### src/rtl/vocab_match_ctrl.sv
// Scans a zero-terminated vocabulary held in a registered SRAM for one query word
// and reports hit, entry number and entry start address.
module vocab_match_ctrl #(
  parameter int ADDR_WIDTH  = 4,
  parameter int WORD_LENGTH = 3,
  parameter int DATA_WIDTH  = 8
) (
  input  logic                              clk,
  input  logic                              rst,
  input  logic                              start,
  input  logic [WORD_LENGTH*DATA_WIDTH-1:0] word,
  output logic                              ready,
  output logic                              done,
  output logic                              hit,
  output logic [ADDR_WIDTH-1:0]             match_index,
  output logic [ADDR_WIDTH-1:0]             match_addr,
  output logic                              sram_cs,
  output logic [ADDR_WIDTH-1:0]             sram_addr,
  input  logic [DATA_WIDTH-1:0]             sram_dout
);

  localparam int KW = $clog2(WORD_LENGTH + 1);

  typedef enum logic [1:0] {IDLE, PRIME, SCAN, DONE} state_t;

  state_t                            state_q, state_d;
  logic [WORD_LENGTH*DATA_WIDTH-1:0] word_q, word_d;
  logic [KW-1:0]                     charIdx_q, charIdx_d;
  logic                              mismatch_q, mismatch_d;
  logic [ADDR_WIDTH-1:0]             entryIdx_q, entryIdx_d;
  logic [ADDR_WIDTH-1:0]             entryStart_q, entryStart_d;
  logic                              hit_q, hit_d;
  logic [ADDR_WIDTH-1:0]             matchIndex_q, matchIndex_d;
  logic [ADDR_WIDTH-1:0]             matchAddr_q, matchAddr_d;
  logic                              sramCs_q, sramCs_d;
  logic [ADDR_WIDTH-1:0]             sramAddr_q, sramAddr_d;

  logic [ADDR_WIDTH-1:0] addrEval;
  logic                  lastAddr;
  logic [DATA_WIDTH-1:0] expChar;
  logic                  finishHit;
  logic                  finishMiss;

  always_ff @(posedge clk) begin
    if (rst) begin
      state_q      <= IDLE;
      word_q       <= '0;
      charIdx_q    <= '0;
      mismatch_q   <= 1'b0;
      entryIdx_q   <= '0;
      entryStart_q <= '0;
      hit_q        <= 1'b0;
      matchIndex_q <= '0;
      matchAddr_q  <= '0;
      sramCs_q     <= 1'b0;
      sramAddr_q   <= '0;
    end else begin
      state_q      <= state_d;
      word_q       <= word_d;
      charIdx_q    <= charIdx_d;
      mismatch_q   <= mismatch_d;
      entryIdx_q   <= entryIdx_d;
      entryStart_q <= entryStart_d;
      hit_q        <= hit_d;
      matchIndex_q <= matchIndex_d;
      matchAddr_q  <= matchAddr_d;
      sramCs_q     <= sramCs_d;
      sramAddr_q   <= sramAddr_d;
    end
  end

  // The byte on sram_dout belongs to the address issued one cycle earlier.
  assign addrEval = sramAddr_q - ADDR_WIDTH'(1);
  assign lastAddr = (addrEval == {ADDR_WIDTH{1'b1}});

  always_comb begin
    expChar = '0;
    for (int i = 0; i < WORD_LENGTH; i++) begin
      if (charIdx_q == KW'(i)) expChar = word_q[i*DATA_WIDTH +: DATA_WIDTH];
    end
  end

  always_comb begin
    state_d      = state_q;
    word_d       = word_q;
    charIdx_d    = charIdx_q;
    mismatch_d   = mismatch_q;
    entryIdx_d   = entryIdx_q;
    entryStart_d = entryStart_q;
    hit_d        = hit_q;
    matchIndex_d = matchIndex_q;
    matchAddr_d  = matchAddr_q;
    sramCs_d     = sramCs_q;
    sramAddr_d   = sramAddr_q;
    finishHit    = 1'b0;
    finishMiss   = 1'b0;

    case (state_q)
      IDLE: begin
        if (start) begin
          word_d       = word;
          hit_d        = 1'b0;
          charIdx_d    = '0;
          mismatch_d   = 1'b0;
          entryIdx_d   = '0;
          entryStart_d = '0;
          if (word[DATA_WIDTH-1:0] == '0) begin
            matchIndex_d = '0;
            matchAddr_d  = '0;
            state_d      = DONE;
          end else begin
            sramAddr_d = '0;
            sramCs_d   = 1'b1;
            state_d    = PRIME;
          end
        end
      end
      PRIME: begin
        sramAddr_d = ADDR_WIDTH'(1);
        state_d    = SCAN;
      end
      SCAN: begin
        sramAddr_d = sramAddr_q + ADDR_WIDTH'(1);
        if (sram_dout != '0) begin
          if (sram_dout != expChar) mismatch_d = 1'b1;
          if (charIdx_q != KW'(WORD_LENGTH)) charIdx_d = charIdx_q + KW'(1);
          if (lastAddr) finishMiss = 1'b1;
        end else if (addrEval == entryStart_q) begin
          finishMiss = 1'b1;
        end else if (!mismatch_q && expChar == '0) begin
          finishHit = 1'b1;
        end else begin
          entryIdx_d   = entryIdx_q + ADDR_WIDTH'(1);
          entryStart_d = addrEval + ADDR_WIDTH'(1);
          charIdx_d    = '0;
          mismatch_d   = 1'b0;
          if (lastAddr) finishMiss = 1'b1;
        end
        if (finishHit || finishMiss) begin
          sramCs_d     = 1'b0;
          state_d      = DONE;
          hit_d        = finishHit;
          matchIndex_d = finishHit ? entryIdx_q : '0;
          matchAddr_d  = finishHit ? entryStart_q : '0;
        end
      end
      DONE: begin
        state_d = IDLE;
      end
      default: begin
        state_d = IDLE;
      end
    endcase
  end

  assign ready       = (state_q == IDLE);
  assign done        = (state_q == DONE);
  assign hit         = hit_q;
  assign match_index = matchIndex_q;
  assign match_addr  = matchAddr_q;
  assign sram_cs     = sramCs_q;
  assign sram_addr   = sramAddr_q;

endmodule

### config.mk
export PLATFORM = sky130hd
export DESIGN_NAME = vocab_match_ctrl
export DESIGN_NICKNAME = d
export VERILOG_FILES = /design/src/rtl/vocab_match_ctrl.sv
export SDC_FILE = /design/constraint.sdc
export NUM_CORES = 1
export LEC_CHECK = 0
export BUFFER_PORTS_ARGS = -buffer_cell sky130_fd_sc_hd__buf_2
export CAP_MARGIN = 20
export CORE_UTILIZATION = 55
export CTS_CLUSTER_DIAMETER = 120
export DETAILED_ROUTE_END_ITERATION = 10
export GPL_ROUTABILITY_DRIVEN = 0
export GPL_TIMING_DRIVEN = 0
export PLACE_DENSITY_LB_ADDON = 0.08
export SETUP_SLACK_MARGIN = 0.15
export SKIP_CTS_REPAIR_TIMING = 1
export SYNTH_ARGS = -nofsm -noshare
export SYNTH_HDL_FRONTEND = slang
export SYNTH_SLANG_ARGS = --single-unit
### constraint.sdc
create_clock -name clk -period 2.9 [get_ports clk]
set_clock_uncertainty 0.1 [all_clocks]
set_input_delay 0.29 -clock clk [delete_from_list [all_inputs] [get_ports clk]]
set_output_delay 0.29 -clock clk [all_outputs]
set_load 0.005 [all_outputs]
==> impl_metrics.py, run 1 <==
metrics = {
    "worst_setup_path": {
        "crit_type": "reg -> reg",
        "reg2reg_depth": 11,
        "worstReg2RegEnd": "match_index[0]",
        "crit_arrival_ps": 2780,
        "endpoint": "match_index[0]",
        "rrSetupSlack_ps": 260,
        "r2r-start": "charIdx_q[0]",
        "start_kind": "flip-flop",
        "cp-end-kind": "flip-flop",
        "worstPathRequired_ps": 3040,
        "startpoint": "charIdx_q[0]",
        "cp_max_fo": 9,
    },
    "clocking": {
        "tritoncts": "built",
        "cts_buffer_depth": 2,
        "insertion_delay_ps": 300,
        "cts_sinks": 51,
        "cts_buffers": 5,
        "htree_num_levels": 2,
        "clk_transition_reported_paths_ps": 90,
        "root_buffer": "clkbuf_8",
    },
    "global_routing": {
        "grt_pass1_wl_mm": 11.62,
        "antenna_found_initial": 0,
        "grt_max_degree": 16,
        "grt_pass1_vias": 2555,
        "track_usage_pct": 27.26,
        "grt.overflow.total": 0,
    },
    "drt": {
        "drt_iter0_drc": 200,
        "viasPerCell": 5.615,
        "drt-pass1-iter-count": 4,
        "postRouteAntennaNets": 0,
        "post-route-drc-count": 0,
        "wirelength_mm": 7.339,
        "wl_per_cell_um": 14.65,
        "via_count": 2813,
    },
    "floorplanning": {
        "row_count": 26,
        "die_h_um": 75.57,
        "die_width_um": 75.57,
        "core_region_area_um2": 5172,
        "initial_core_util_pct": 57.55,
        "ios": 51,
        "die-area_um2": 5710,
    },
    "pwr": {
        "swShare_pct": 33.12,
        "vdd_drop_max_mv": 0.3192,
        "p_sw_mw": 0.5347,
        "comb_power_share_pct": 27.2,
        "p_per_area_nw_per_um2": 467.4,
        "pwr-share-seq_pct": 47.9,
        "p_clk_share_pct": 24.9,
        "p_int_mw": 1.080,
        "p_leak_nw": 1.364,
    },
    "layout": {
        "stdcell_area_um2": 3455,
        "final_util_pct": 66.79,
        "drive_above_1_share_pct": 20.88,
        "area_growth_pct": 16.06,
        "antenna_cells": 0,
        "nets": 476,
    },
    "timing": {
        "worstMarginPinSlew_ps": 564.3,
        "final-max-slew-violation-count": 0,
        "setup_viol": 0,
        "fmax_ghz": 0.3790,
        "period_share_pct": 90.99,
        "hold_viol": 0,
        "slew_headroom_pct": 62.38,
        "tns_ps": 0,
        "fin_crit_ps": 2639,
        "rsz0062_at_grt": "no",
    },
    "synthesis": {
        "syn_area_per_cell_um2": 8.067,
        "synth.yosys.seq_area_share_pct": 34.30,
        "synth-edff-count": 0,
        "ys_ff_latch": 51,
        "ys_warn_count": 0,
        "netlist_area_um2": 2977,
        "synthCells": 369,
        "ys.flop_type": "dfxtp_1",
        "syn_nets": 415,
        "async_flop_share_pct": 0,
        "synth.distinct_cells": 61,
    },
    "hold_path": {
        "hp-class": "in -> reg",
    },
    "placement": {
        "io_buffers": 50,
        "placed_cell_area_um2": 3314,
        "place_hpwl_mm": 5.601,
    },
    "outcome": {
        "status": "complete, no violations",
    },
    "run": {
        "max-cap-violations": 0,
    },
}
[registers in the layout (all words and copies together), names as in the netlist]
name,cells
hit,1
word_q,24
entryIdx_q,4
mismatch_q,1
sram_cs,1
charIdx_q,2
match_index,4
entryStart_q,4
state_q,2
match_addr,4
sram_addr,4
[cells in the final DEF, fill, tap and decap left out, drive strengths merged, types with 5 or more instances in the layout]
| cell type | instances |
|---|---|
| nor2 | 11 |
| nor4 | 6 |
| mux2i | 8 |
| nor2b | 5 |
| o21ai | 15 |
| nand3 | 11 |
| buf | 63 |
| nand2 | 86 |
| nand3b | 8 |
| nand2b | 5 |
| inv | 18 |
| xor2 | 5 |
| clkbuf | 16 |
| ha | 11 |
| a21oi | 45 |
| dfxtp | 51 |
| nor3 | 5 |
| a22oi | 7 |
[layout make-up]
class | count | area (um2)
plain buffers | 19 | 103.9
clock buffers | 6 | 72.57
clock inverters | 2 | 12.51
fillers | 441 | 1718
inverters | 19 | 71.32
multi-input cells | 280 | 1804
flip-flops and latches | 51 | 1022
well taps | 70 | 87.58
repair buffers | 54 | 280.3
[worst max-delay path, stage by stage, from the launching register on]
cell and delay, ps:
dfxtp_2 390, inv_1 90, ha_1 200, buf_2 170, nand3b_1 160, a22oi_1 150, nor4_4 420, a21oi_4 150
o21a_1 260, a21oi_4 130, buf_4 170, mux2i_1 190
[through the flow]
| stage | cells | total power [mW] | setup slack (ps) | hold slack, ps |
|---|---|---|---|---|
| 3_5_place_dp | 489 | 1.211 | 200.8 | 347.4 |
| 2_1_floorplan | 369 | 1.089 | 552.9 | 326.0 |
| 5_1_grt | 501 | 1.700 | 147.5 | 113.2 |
| 4_1_cts | 497 | 1.611 | 181.9 | 109.4 |
| 3_3_place_gp | 489 | 1.202 | 247.6 | 341.8 |
| 6_report | 501 | 1.615 | 261.2 | 110.6 |
[kinds of logic (layout without fill, tap and decap cells)]
family                   count (synthesis)  in the layout  share of synthesized area, %
XOR/XNOR                                10             10                         3.405
AND/OR/NAND/NOR                        153            153                         26.40
adder cells (fa/ha/maj)                 11             11                         4.624
flip-flops                              51             51                         34.30
AO/OA/AOI/OAI                           98             98                         22.70
buffers and inverters                   38            100                         5.885
multiplexers                             8              8                         2.690
[worst min-delay path by stage]
| stage | startpoint | endpoint | slack (ps) | cells past startpoint |
|---|---|---|---|---|
| 2_1_floorplan | word[18] | word_q[18] | 330 | 2 |
| 4_1_cts | word[18] | word_q[18] | 110 | 3 |
| 6_report | word[23] | word_q[23] | 110 | 3 |
| 3_3_place_gp | match_addr[1] | match_addr[1] | 340 | 2 |
| 5_1_grt | word[14] | word_q[14] | 110 | 3 |
| 3_5_place_dp | match_addr[3] | match_addr[3] | 350 | 2 |
[Yosys cell counts, types with 3 or more instances]
cell	count	share of area [%]
nand2_1	85	11
dfxtp_1	51	34
a21oi_1	39	6.6
inv_1	18	2.3
o21ai_0	14	2.4
ha_1	11	4.6
nand3_1	11	1.8
clkbuf_1	10	1.3
nor2_1	10	1.3
mux2i_1	8	2.7
nand3b_1	8	2.0
a22oi_1	7	1.8
nand2b_1	5	1.1
nor2b_1	5	1.1
xor2_1	5	1.5
a21oi_2	4	1.2
nor3_1	4	0.67
xnor2_1	4	1.2
a31o_2	3	0.88
a31oi_1	3	0.63
buf_6	3	1.1
nor4_1	3	0.63
nor4_4	3	2.1
o211ai_1	3	0.76
o41ai_1	3	0.88
[power groups by stage]
stage	registers [mW]	logic [mW]	clock network [mW]
4_1_cts	0.773	0.424	0.414
6_report	0.774	0.439	0.402
3_3_place_gp	0.788	0.414	0
3_5_place_dp	0.789	0.422	0
5_1_grt	0.778	0.485	0.437
2_1_floorplan	0.778	0.311	0
[per-layer routing]
metal,routed length [um],global-route usage [%]
met1,3239,32.20
met2,3742,50.89
met3,293,5.291
met4,63,6.173
met5,0,0
No activity file was read; power rests on OpenSTA's default activity.
==> inputs of run 2 (changes only) <==
--- a/config.mk
+++ b/config.mk
@@ -7,11 +7,12 @@
 export LEC_CHECK = 0
 export BUFFER_PORTS_ARGS = -buffer_cell sky130_fd_sc_hd__buf_2
 export CAP_MARGIN = 20
-export CORE_UTILIZATION = 55
+export CORE_UTILIZATION = 56
 export CTS_CLUSTER_DIAMETER = 120
 export DETAILED_ROUTE_END_ITERATION = 10
 export GPL_ROUTABILITY_DRIVEN = 0
 export GPL_TIMING_DRIVEN = 0
+export MAX_ROUTING_LAYER = met4
 export PLACE_DENSITY_LB_ADDON = 0.08
 export SETUP_SLACK_MARGIN = 0.15
 export SKIP_CTS_REPAIR_TIMING = 1
==> run 2 against run 1 <==
  * Critical path type unchanged
  * Count of clock-buffer cells in the layout is 1 lower
  * Total power is 7.2% higher
  * Sequential cell count stayed put
  * Cell area is 1.1% higher
==> impl_metrics.py, run 2 (synthesis results as in run 1) <==
metrics = {
    "pwr": {
        "p_per_area_nw_per_um2": 495.7,
        "p_total_mw": 1.731,
        "vdd_drop_max_mv": 0.2902,
        "p_leak_nw": 1.371,
    },
    "hold_path": {
        "hp-class": "in -> reg",
        "hold_end": "word_q[12]",
        "whs_path_depth": 3,
        "min-delay-start": "word[12]",
    },
    "worst_setup_path": {
        "rrSetupSlack_ps": 330,
        "cp_max_fo": 10,
        "cp-end-kind": "flip-flop",
        "reg2reg_depth": 11,
        "cpMaxStageDelayCell": "nor4_4",
        "r2r-start": "charIdx_q[0]",
        "crit_type": "reg -> reg",
        "startpoint": "charIdx_q[0]",
        "worstReg2RegEnd": "match_index[0]",
        "worstPathRequired_ps": 3050,
        "worstPathCellList": "inv_1, ha_2, buf_4, a21oi_2, a21oi_2, nor4_4, a21oi_4, o21a_1, a21oi_4, buf_12, mux2i_1",
        "crit_arrival_ps": 2720,
        "start_kind": "flip-flop",
        "slowest_delay_ps": 420,
    },
    "timing": {
        "hold_viol": 0,
        "fin_ws_ps": 331.8,
        "rsz0062_at_grt": "no",
        "worstMarginPinSlew_ps": 742.9,
        "slew_headroom_pct": 49.95,
        "timing.hold.ws_ps": 101.5,
        "fmax_ghz": 0.3894,
        "final-max-slew-violation-count": 0,
        "setup_viol": 0,
        "period_share_pct": 88.56,
        "fin_crit_ps": 2568,
        "tns_ps": 0,
    },
    "drt": {
        "viasPerCell": 5.635,
        "drt_iter0_drc": 150,
        "drt-pass1-iter-count": 4,
        "wirelength_mm": 7.412,
        "post-route-drc-count": 0,
        "wl_per_cell_um": 14.85,
        "postRouteAntennaNets": 0,
        "via_count": 2812,
    },
    "layout": {
        "nFillCells": 430,
        "multi_input_area_um2": 1813,
        "drive_above_1_share_pct": 21.45,
        "area_growth_pct": 17.32,
        "stdcell_area_um2": 3492,
        "regArea_um2": 1023,
        "top_register": "word_q",
        "antenna_cells": 0,
        "layout_commonest_cell": "nand2_1",
        "nets": 474,
        "final_util_pct": 68.37,
        "mostFrequentLayoutCells": "nand2_1, buf_2, dfxtp_1, a21oi_1, inv_1",
        "final_cells": 499,
        "largest_reg_flops": 24,
    },
    "placement": {
        "placed_cells_incl_taps": 489,
        "placed_cell_area_um2": 3314,
        "io_buffers": 50,
        "dp_slack_ps": 203.8,
        "place_hpwl_mm": 5.598,
    },
    "global_routing": {
        "antenna_found_initial": 0,
        "met3_usage_pct": 4.016,
        "grt.overflow.total": 0,
        "met2_usage_pct": 51.05,
        "track_usage_pct": 28.76,
        "grt_pass1_wl_mm": 11.74,
        "grt_pass1_vias": 2548,
        "grt_max_degree": 18,
        "grtUsageMet1_pct": 32.95,
        "grt_busiest_layer": "met2",
    },
    "clocking": {
        "cts_buffer_depth": 2,
        "htree_num_levels": 2,
        "cts_sinks": 51,
        "insertion_delay_ps": 310,
        "root_buffer": "clkbuf_8",
        "tritoncts": "built",
        "cts_buffers": 5,
        "clk_transition_reported_paths_ps": 100,
    },
    "outcome": {
        "status": "complete, no violations",
    },
    "floorplanning": {
        "row_count": 26,
        "die_h_um": 74.91,
        "die_width_um": 74.91,
        "initial_core_util_pct": 58.28,
        "die-area_um2": 5611,
        "ios": 51,
        "core_region_area_um2": 5107,
    },
    "run": {
        "max-cap-violations": 0,
    },
}
==> run 2: area by class of cell <==
cell class,instances,share of cell area (%)
Tap cell,70,2.508
Clock inverter,3,1.326
Clock buffer,5,1.971
Sequential cell,51,29.31
Timing Repair Buffer,52,7.954
Multi-Input combinational cell,280,51.92
Inverter,19,2.042
Buffer,19,2.974
==> run 2: metal layers <==
metal	wire, um	vias up
met5	0	-
met4	225	0
met3	331	23
met2	3712	94
met1	3142	1275
li1	-	1420
==> run 2: where the power goes <==
group / total [mW] / switching (mW) / internal (mW)
Sequential: 0.774 / 0.0351 / 0.739
Combinational: 0.443 / 0.268 / 0.175
Clock: 0.514 / 0.254 / 0.260
Total: 1.73 / 0.557 / 1.17
==> run 2: worst max-delay path by stage <==
stage / endpoint / slack [ps] / depth (start not counted)
final: match_index[0] / 330 / 11
after global routing: match_addr[2] / 160 / 9
after CTS: match_index[0] / 210 / 10
after detailed placement: match_index[0] / 200 / 10
after global placement: match_addr[2] / 240 / 10
after floorplan: match_addr[0] / 550 / 10
==> run 2: worst max-delay path, delay by kind of cell (launching register included) <==
kind,cells,cell delay (ps)
buffers and inverters,3,430
AO/OA/AOI/OAI,5,760
adder cells (fa/ha/maj),1,230
AND/OR/NAND/NOR,1,420
multiplexers,1,180
flip-flops,1,380
